<file path="src/rtl/m_adder_comparator_counter.sv">
// Combinational adder and unsigned magnitude comparator sharing a block with an
// up/down load/clear counter; only the counter is clocked or reset.
module m_adder_comparator_counter #(
  parameter int WIDTH = 14
) (
  input  logic             clk,
  input  logic             rst,
  input  logic [WIDTH-1:0] add_a,
  input  logic [WIDTH-1:0] add_b,
  input  logic             add_cin,
  output logic [WIDTH-1:0] add_sum,
  output logic             add_cout,
  input  logic [WIDTH-1:0] cmp_a,
  input  logic [WIDTH-1:0] cmp_b,
  output logic             cmp_lt,
  output logic             cmp_eq,
  output logic             cmp_gt,
  input  logic [WIDTH-1:0] cnt_d,
  input  logic             cnt_clr,
  input  logic             cnt_load,
  input  logic             cnt_up,
  input  logic             cnt_en,
  output logic [WIDTH-1:0] cnt_q
);

  logic [WIDTH:0]   add_full;
  logic [WIDTH-1:0] count_d;
  logic [WIDTH-1:0] count_q;

  // One extra bit so the carry-out falls out of the addition itself.
  always_comb begin
    add_full = {1'b0, add_a} + {1'b0, add_b} + {{WIDTH{1'b0}}, add_cin};
  end

  assign add_sum  = add_full[WIDTH-1:0];
  assign add_cout = add_full[WIDTH];

  assign cmp_lt = (cmp_a <  cmp_b);
  assign cmp_eq = (cmp_a == cmp_b);
  assign cmp_gt = (cmp_a >  cmp_b);

  // Clear beats load beats count; increment/decrement wrap naturally at WIDTH bits.
  always_comb begin
    count_d = count_q;
    if (cnt_clr) begin
      count_d = '0;
    end else if (cnt_load) begin
      count_d = cnt_d;
    end else if (cnt_en) begin
      if (cnt_up) begin
        count_d = count_q + {{(WIDTH-1){1'b0}}, 1'b1};
      end else begin
        count_d = count_q - {{(WIDTH-1){1'b0}}, 1'b1};
      end
    end
  end

  always_ff @(posedge clk or negedge rst) begin
    if (!rst) begin
      count_q <= '0;
    end else begin
      count_q <= count_d;
    end
  end

  assign cnt_q = count_q;

endmodule

</file>
<file path="config.mk">
export PLATFORM = sky130hd
export DESIGN_NAME = m_adder_comparator_counter
export DESIGN_NICKNAME = d
export VERILOG_FILES = /design/src/rtl/m_adder_comparator_counter.sv
export SDC_FILE = /design/constraint.sdc
export NUM_CORES = 1
export LEC_CHECK = 0
export CAP_MARGIN = 20
export CORE_MARGIN = 3
export CORE_UTILIZATION = 40
export CTS_BUF_LIST = sky130_fd_sc_hd__clkbuf_8
export DETAILED_ROUTE_END_ITERATION = 8
export PLACE_DENSITY = 0.79
export RECOVER_POWER = 50
export SLEW_MARGIN = 20
export SYNTH_ARGS = -nofsm -noshare
export SYNTH_HDL_FRONTEND = slang
export SYNTH_SLANG_ARGS = --single-unit
export TNS_END_PERCENT = 20
</file>
<file path="constraint.sdc">
create_clock -name clk -period 3.2 [get_ports clk]
set_input_delay 0.64 -clock clk [delete_from_list [all_inputs] [get_ports clk]]
set_output_delay 0.64 -clock clk [all_outputs]
set_load 0.02 [all_outputs]
</file>
Yosys cells after proc, flatten, opt, wreduce, memory -nomap -nowiden:

Index checks and enable logic that the tools add are counted.

* add/sub/neg operators: 4
* order comparisons: 2
* eq/ne operators: 1
* multiplexer cells: 4
* reduce and logical (&&, ||, !) cells: 1

Operators with widths (number)
* two-way mux 14 bit: 4
* adder 14 x 14 -> 15 bit: 1
* adder 15 x 1 -> 15 bit: 1
* adder 14 x 1 -> 14 bit (second input constant): 1
* == test 14 bit: 1
* > comparator 14 bit: 1
* < comparator 14 bit: 1
* subtractor 14 x 1 -> 14 bit (second input constant): 1
* nonzero test 3 bit: 1

* register bits after elaboration: 14
* input port bits: 77

Depth between registers and ports, before layout:

Gate-level depths: netlist of run 1.

* depth in word-level cells: 5
* gate-level depth with buffers: 9

Least setup slack after synthesis of run 1:

Ideal clock, no wire load.

* path type: in2out
* from: input port add_a[0]
* to: output port add_sum[10]
* data arrival time: 2.394 ns
* required time: 2.560 ns
* path slack: 0.166 ns
* cell stages on the path: 9
* cells stage by stage: fa_1 -> inv_1 -> fa_1 -> nor2b_1 -> o31ai_1 -> nand2b_1 -> o21ai_1 -> o21ai_1 -> xor2_1

* word-level cells in the longest chain between the ends: 2

Ends and longest elaborated chain
* start, declared: RTL line 8 `input logic [WIDTH-1:0] add_a,`
* adder 14 x 14 -> 15 bit: RTL line 32 `add_full = {1'b0, add_a} + {1'b0, add_b} + {{WIDTH{1'b0}}, add_cin};`
* adder 15 x 1 -> 15 bit: RTL line 32
* end, declared: RTL line 11 `output logic [WIDTH-1:0] add_sum,`

No other way between the ends.

Worst setup path in the final report of run 1:

* from: input port add_a[4]
* to: output port add_sum[13]

Same word-level chain as after synthesis.

==> results of run 1 <==
[layout by cell type (no fill, tap or decap), types with 2 or more instances in the layout]
cell / n
a211oi_1: 7
a211oi_2: 3
a21boi_0: 2
a21oi_1: 25
a21oi_2: 2
a22oi_1: 4
buf_2: 2
buf_4: 33
clkbuf_1: 2
clkbuf_2: 6
clkbuf_8: 3
clkdlybuf4s50_1: 76
dfrtp_1: 14
dlygate4sd2_1: 3
dlygate4sd3_1: 13
dlymetal6s2s_1: 2
fa_2: 2
ha_1: 38
inv_1: 21
inv_2: 3
mux2i_1: 4
nand2_1: 12
nand2b_1: 2
nand3_1: 3
nand4_1: 4
nor2_1: 23
nor2b_1: 10
nor3_1: 10
nor3b_1: 4
nor4_1: 2
o211ai_1: 2
o21a_1: 8
o21ai_0: 9
o21ai_1: 6
o21bai_1: 3
o22ai_1: 4
or2_2: 2
xnor2_1: 15
xor2_1: 5
[power by group through the flow]
stage	logic, W	registers (W)	clock network [W]
finish	0.000686	0.000207	0.000150
CTS	0.000685	0.000207	0.000154
floorplan	0.000358	0.000228	0
detailed placement	0.000695	0.000210	0
global placement	0.000683	0.000210	0
global route	0.000749	0.000209	0.000161
[routing by layer]
layer | share of wire | up-vias
met5 | 0 | -
met4 | 0.0080 | 0
met3 | 0.072 | 9
met2 | 0.50 | 87
met1 | 0.42 | 1137
li1 | - | 1294
[cell usage after synthesis, types with 3 or more instances]
cell	n
ha_1	39
a22oi_1	4
nand3_1	3
o21ai_0	9
xor2_1	5
nor3b_1	4
nor2_1	23
o21ai_1	7
inv_1	23
dfrtp_1	14
clkbuf_1	4
nand4_1	4
o21bai_1	3
nand2_1	12
a21oi_1	26
xnor2_1	15
mux2i_1	4
o21a_1	8
nor3_1	10
o22ai_1	4
nor2b_1	11
fa_1	3
a211oi_1	9
[per-stage QoR]
stage          TNS [ns]  total power [W]  cell area [um2]   util
2_1_floorplan         0         0.000585             2240      -
3_3_place_gp      -7.76         0.000893             3590  0.680
3_5_place_dp      -8.50         0.000906             3590  0.680
4_1_cts          -0.410          0.00105             3620  0.688
5_1_grt          -0.146          0.00112             3630  0.689
6_report              0          0.00104             3630  0.689
[how the worst max path moves through the flow]
stage / startpoint / to / slack [ns] / cells after the start
6_report: add_a[4] / add_sum[13] / 0.04 / 10
5_1_grt: add_a[0] / add_sum[12] / -0.07 / 11
4_1_cts: add_a[1] / add_sum[12] / -0.09 / 10
3_5_place_dp: add_a[0] / add_sum[12] / -0.90 / 11
3_3_place_gp: add_a[0] / add_sum[12] / -0.83 / 11
2_1_floorplan: add_a[0] / add_sum[10] / 0.17 / 9
[critical path: stages]
cell             delay (ns)
clkdlybuf4s50_1        0.40
ha_1                   0.33
o211ai_1               0.10
o21a_1                 0.19
buf_4                  0.14
a21oi_4                0.15
a211oi_1               0.09
o21bai_1               0.15
xor2_1                 0.14
buf_2                  0.17
[final cells by class]
type                            count  area, um2
Multi-Input combinational cell    235       1810
Fill cell                         445       1640
Timing Repair Buffer              138       1250
Sequential cell                    14        350
Inverter                           24       90.1
Tap cell                           70       87.6
Clock buffer                        3       41.3
[what timing repair did]
action | in CTS | in global routing
pin swaps | 6 | 7
gates resized for setup | 51 | 23
setup endpoints to repair | 17 | 13
hold endpoints to repair | 0 | 0
setup buffers | 0 | 1
[cells by family after synthesis]
family / Yosys count / share of synthesized area
adders and majority gates: 42 / 0.244
AOI/OAI and AO/OA: 88 / 0.254
muxes: 4 / 0.0179
and+or+nand+nor: 81 / 0.190
xor gates and xnor gates: 20 / 0.0781
buffers and inverters: 30 / 0.0591
DFF: 14 / 0.156
==> run summary, run 1 <==
status - finished clean
Reg2Reg Launch Point - cnt_q[6]
total CTS buffers - 3
Hold Fails Final Rpt - 0
share of power burned in registers - 0.198
Max IR drop VDD - 233 uV
switching part of the total - 0.393
Largest register FFs - 14
largest buffer count on any clock path - 2
Antenna Nets Post-Route - 0
# clock sinks - 14
P_leak - 1.66 nW
post-layout net count - 535
Reg clk slew, reported paths - 0.06 ns
Sw Pwr - 0.000410 W
Setup WS pre-CTS - -0.905 ns
largest net degree at the start of global routing - 16
Seq cells post-synth - 14
slew margin rel. - 0.523
Placer Congestion - 0.848
critical path class - input port to output port
met3 Use GR - 0.0288
hold buffer count at CTS - 0
Post-synth EDFFs - 0
top cell type's share of synthesized area - 0.218
total core area - 5270 um2
Seq/Total Area, Yosys - 0.156
DRT iter0 DRCs - 65
die footprint - 6540 um2
worst-margin pin slew - 0.712 ns
gr usage total - 0.204
hold path endpoint - cnt_q[11]
die height - 80.9 um
initial antenna violation count - 0
hold wc startpoint - cnt_q[11]
Min Clock Period, post-route - 3.16 ns
final WL - 6780 um
R2R depth - 7
hold path cells - 2
Worst EP required - 2.56 ns
P&R area growth vs syn - 61.9%
die width - 80.9 um
critical path endpoint category - output port
Post-Syn Instances - 279
Starting Density - 0.425
Setup crit start kind - input port
share of layout cells above drive strength 1 - 0.157
maximum capacitance violations - 0
vias in the first global route - 2546
first-pass GRT wire length - 10800 um
number of vias per cell - 5.22
Syn Std Cell Area - 2240 um2
CP arrival - 2.52 ns
routed len/inst - 14.0 um
Hold Path Class - register to register
DRT Pass-1 Iters - 5
internal power - 0.000632 W
RSZ-0062 raised after global routing - yes
H-Tree Level Count - 1
fin crit share - 0.987
Pwr Density - 287 nW/um2
commonest register cell after synthesis - dfrtp_1
CTS tree - yes
syn_area_per_cell - 8.04 um2
Distinct cells, synth - 51
clock share of power - 0.144
met1 Use GR - 0.238
Setup Viol. Count Final - 0
r2r endpoint - cnt_q[12]
GR Overflow Total - 0
GR peak layer - met2
Slew Viols, Final - 0
worst hold margin - 0.611 ns
Post-Layout Cell Count - 484
Mapped Nets - 398
setup slack, reg-to-reg - 1.06 ns
Gate power share - 0.658
CTS Root Cell - clkbuf_8
IO buf count - 108
worst-path fanout max - 4
vias - 2527
HPWL Detailed - 5480 um
cell total after placement - 480
met2 usage - 0.395
FMAX - 317 MHz
largest area contributor in the synthesized netlist - ha_1
worst skew pair latency - 0.25 ns
Rows - 26
Synth Warn # - 0
ys async rst share - 1.00
Synth area leaders - ha_1, dfrtp_1, xnor2_1, a21oi_1, inv_1
post-route clock skew - 0.00423 ns
I/O pin cnt - 109
diodes inserted - 0
setup ws final - 0.0429 ns
DRC viols - 0
(Power assumes the default switching activity.)
==> run 2: changes to the inputs <==
--- a/config.mk
+++ b/config.mk
@@ -5,7 +5,6 @@
 export SDC_FILE = /design/constraint.sdc
 export NUM_CORES = 1
 export LEC_CHECK = 0
-export CAP_MARGIN = 20
 export CORE_MARGIN = 3
 export CORE_UTILIZATION = 40
 export CTS_BUF_LIST = sky130_fd_sc_hd__clkbuf_8
==> results of run 2 <==
Same layout as run 1: the final DEF is identical, and so are final timing and power.
==> run 3: changes to the inputs <==
--- a/config.mk
+++ b/config.mk
@@ -9,9 +9,9 @@
 export CORE_UTILIZATION = 40
 export CTS_BUF_LIST = sky130_fd_sc_hd__clkbuf_8
 export DETAILED_ROUTE_END_ITERATION = 8
+export MAX_ROUTING_LAYER = met4
 export PLACE_DENSITY = 0.79
 export RECOVER_POWER = 50
-export SLEW_MARGIN = 20
 export SYNTH_ARGS = -nofsm -noshare
 export SYNTH_HDL_FRONTEND = slang
 export SYNTH_SLANG_ARGS = --single-unit
==> run summary, run 3 (synthesis gave the netlist of run 1 again) <==
IO buf count - 108 (unchanged)
number of vias per cell - 5.21 (was 5.22)
post-route clock skew - 0.00357 ns (was 0.00423 ns)
met3 Use GR - 0.0244 (was 0.0288)
switching part of the total - 0.393 (about the same)
FMAX - 317 MHz (unchanged)
maximum capacitance violations - 0 (unchanged)
Fillers - 445 (unchanged)
share of layout cells above drive strength 1 - 0.157 (unchanged)
vias - 2523 (was 2527)
initial antenna violation count - 0 (unchanged)
H-Tree Level Count - 1 (unchanged)
Placer Congestion - 0.862 (was 0.848)
gr usage total - 0.210 (was 0.204)
critical path endpoint category - output port (unchanged)
Setup crit start kind - input port (unchanged)
Max IR drop VDD - 233 uV (about the same)
met1 Use GR - 0.241 (was 0.238)
fin crit share - 0.987 (unchanged)
cell total after placement - 480 (unchanged)
GR peak layer - met2 (unchanged)
# clock sinks - 14 (unchanged)
DRC viols - 0 (unchanged)
CP bufs+invs - 3 (unchanged)
total CTS buffers - 3 (unchanged)
P_leak - 1.66 nW (unchanged)
vias in the first global route - 2543 (was 2546)
post-route cell area - 3630 um2 (unchanged)
internal power - 0.000633 W (was 0.000632 W)
final WL - 6800 um (was 6780 um)
GR Overflow Total - 0 (unchanged)
critical path class - input port to output port (unchanged)
diodes inserted - 0 (unchanged)
worst hold margin - 0.611 ns (about the same)
routed len/inst - 14.0 um (about the same)
Hold Fails Final Rpt - 0 (unchanged)
worst skew pair latency - 0.25 ns (about the same)
hold buffer count at CTS - 0 (unchanged)
share of power burned in registers - 0.199 (was 0.198)
Antenna Nets Post-Route - 0 (unchanged)
HPWL Detailed - 5480 um (unchanged)
CTS Root Cell - clkbuf_8 (unchanged)
Slew Viols, Final - 0 (unchanged)
Setup Viol. Count Final - 0 (unchanged)
worst-margin pin slew - 0.718 ns (was 0.712 ns)
Starting Density - 0.425 (unchanged)
Critical Path Max Stage Delay - 0.40 ns (about the same)
P&R area growth vs syn - 61.9% (unchanged)
clock share of power - 0.143 (was 0.144)
met2 usage - 0.395 (unchanged)
DRT Pass-1 Iters - 4 (was 5)
DRT iter0 DRCs - 61 (was 65)
Sw Pwr - 0.000410 W (about the same)
first-pass GRT wire length - 10800 um (about the same)
Min Clock Period, post-route - 3.16 ns (unchanged)
Gate power share - 0.658 (about the same)
largest buffer count on any clock path - 2 (unchanged)
Post-Layout Cell Count - 484 (unchanged)
Critical-path top delay cell - clkdlybuf4s50_1 (unchanged)
I/O pin cnt - 109 (unchanged)
commonest non-fill, non-tap cells in the layout - clkdlybuf4s50_1, ha_1, buf_4 (unchanged)
worst-path fanout max - 4 (unchanged)
Hold Path Class - register to register (unchanged)
slew margin rel. - 0.520 (was 0.523)
Pwr Density - 287 nW/um2 (about the same)
Power Total - 0.00104 W (about the same)
Reg clk slew, reported paths - 0.06 ns (about the same)
Worst EP required - 2.56 ns (about the same)
die footprint - 6540 um2 (unchanged)
Largest register FFs - 14 (unchanged)
die height - 80.9 um (unchanged)
die width - 80.9 um (unchanged)
CTS tree - yes (unchanged)
status - finished clean (unchanged)
most common cell after layout, fill and taps aside - clkdlybuf4s50_1 (unchanged)
crit-path cells - clkdlybuf4s50_1 > ha_1 > o211ai_1 > o21a_1 > buf_4 > a21oi_4 > a211oi_1 > o21bai_1 > xor2_1 > buf_2 (unchanged)
placed cell area - 3590 um2 (unchanged)
total core area - 5270 um2 (unchanged)
RSZ-0062 raised after global routing - yes (unchanged)
largest net degree at the start of global routing - 16 (unchanged)
Rows - 26 (unchanged)
post-layout net count - 535 (unchanged)
Crit path max-delay family - buffers and inverters (unchanged)
CP arrival - 2.52 ns (about the same)
## run 3: cell counts in the layout (fill, tap and decap cells not counted)
No cell type changed its count.
## run 3: final timing paths
| path | from | to | slack, ns | depth (start not counted) |
|---|---|---|---|---|
| max | add_a[4] | add_sum[13] | 0.04 | 10 |
| min | cnt_q[11] | cnt_q[11] | 0.61 | 2 |
| max reg2reg | cnt_q[6] | cnt_q[12] | 1.06 | 7 |
| min reg2reg | cnt_q[11] | cnt_q[11] | 0.61 | 2 |
| max in group asynchronous | rst | cnt_q[12] | 1.86 | 1 |
| min in group asynchronous | rst | cnt_q[4] | 0.89 | 1 |
## run 3: final cells by class
type	count	area [um2]	share of cell area
clock buffers	3	41.3	0.0114
inverters	24	90.1	0.0248
multi-input cells	235	1810	0.500
flip-flops and latches	14	350	0.0965
well taps	70	87.6	0.0241
repair buffers	138	1250	0.344
## run 3: worst register-to-register path: cells and delay by family, from the launching register on
kind / cells / cell delay [ns]
flops: 1 / 0.40
simple gates: 2 / 0.53
fa+ha+maj: 1 / 0.31
compound gates: 3 / 0.58
xor+xnor: 1 / 0.19
## run 3: power groups by stage
stage / Combinational [W] / Clock (W) / Sequential [W]
2_1_floorplan: 0.000358 / 0 / 0.000228
3_3_place_gp: 0.000683 / 0 / 0.000210
3_5_place_dp: 0.000695 / 0 / 0.000210
4_1_cts: 0.000685 / 0.000154 / 0.000207
5_1_grt: 0.000749 / 0.000161 / 0.000209
6_report: 0.000686 / 0.000149 / 0.000207
## run 3: metrics by stage
step,setup slack (ns),TNS (ns),util
4_1_cts,-0.0941,-0.410,0.688
3_3_place_gp,-0.826,-7.76,0.680
3_5_place_dp,-0.905,-8.50,0.680
2_1_floorplan,0.166,0,-
6_report,0.0429,0,0.689
5_1_grt,-0.0666,-0.146,0.689
## run 3: repair_timing
item | CTS | global route
setup endpoints to repair | 17 | 13
pin swaps | 6 | 7
buffers inserted | 0 | 1
resized for setup | 51 | 23
## run 3: per-layer routing
| metal | up-vias | share of wire |
|---|---|---|
| met5 | - | 0 |
| met4 | 0 | 0.0050 |
| li1 | 1294 | - |
| met3 | 5 | 0.067 |
| met1 | 1142 | 0.42 |
| met2 | 82 | 0.50 |
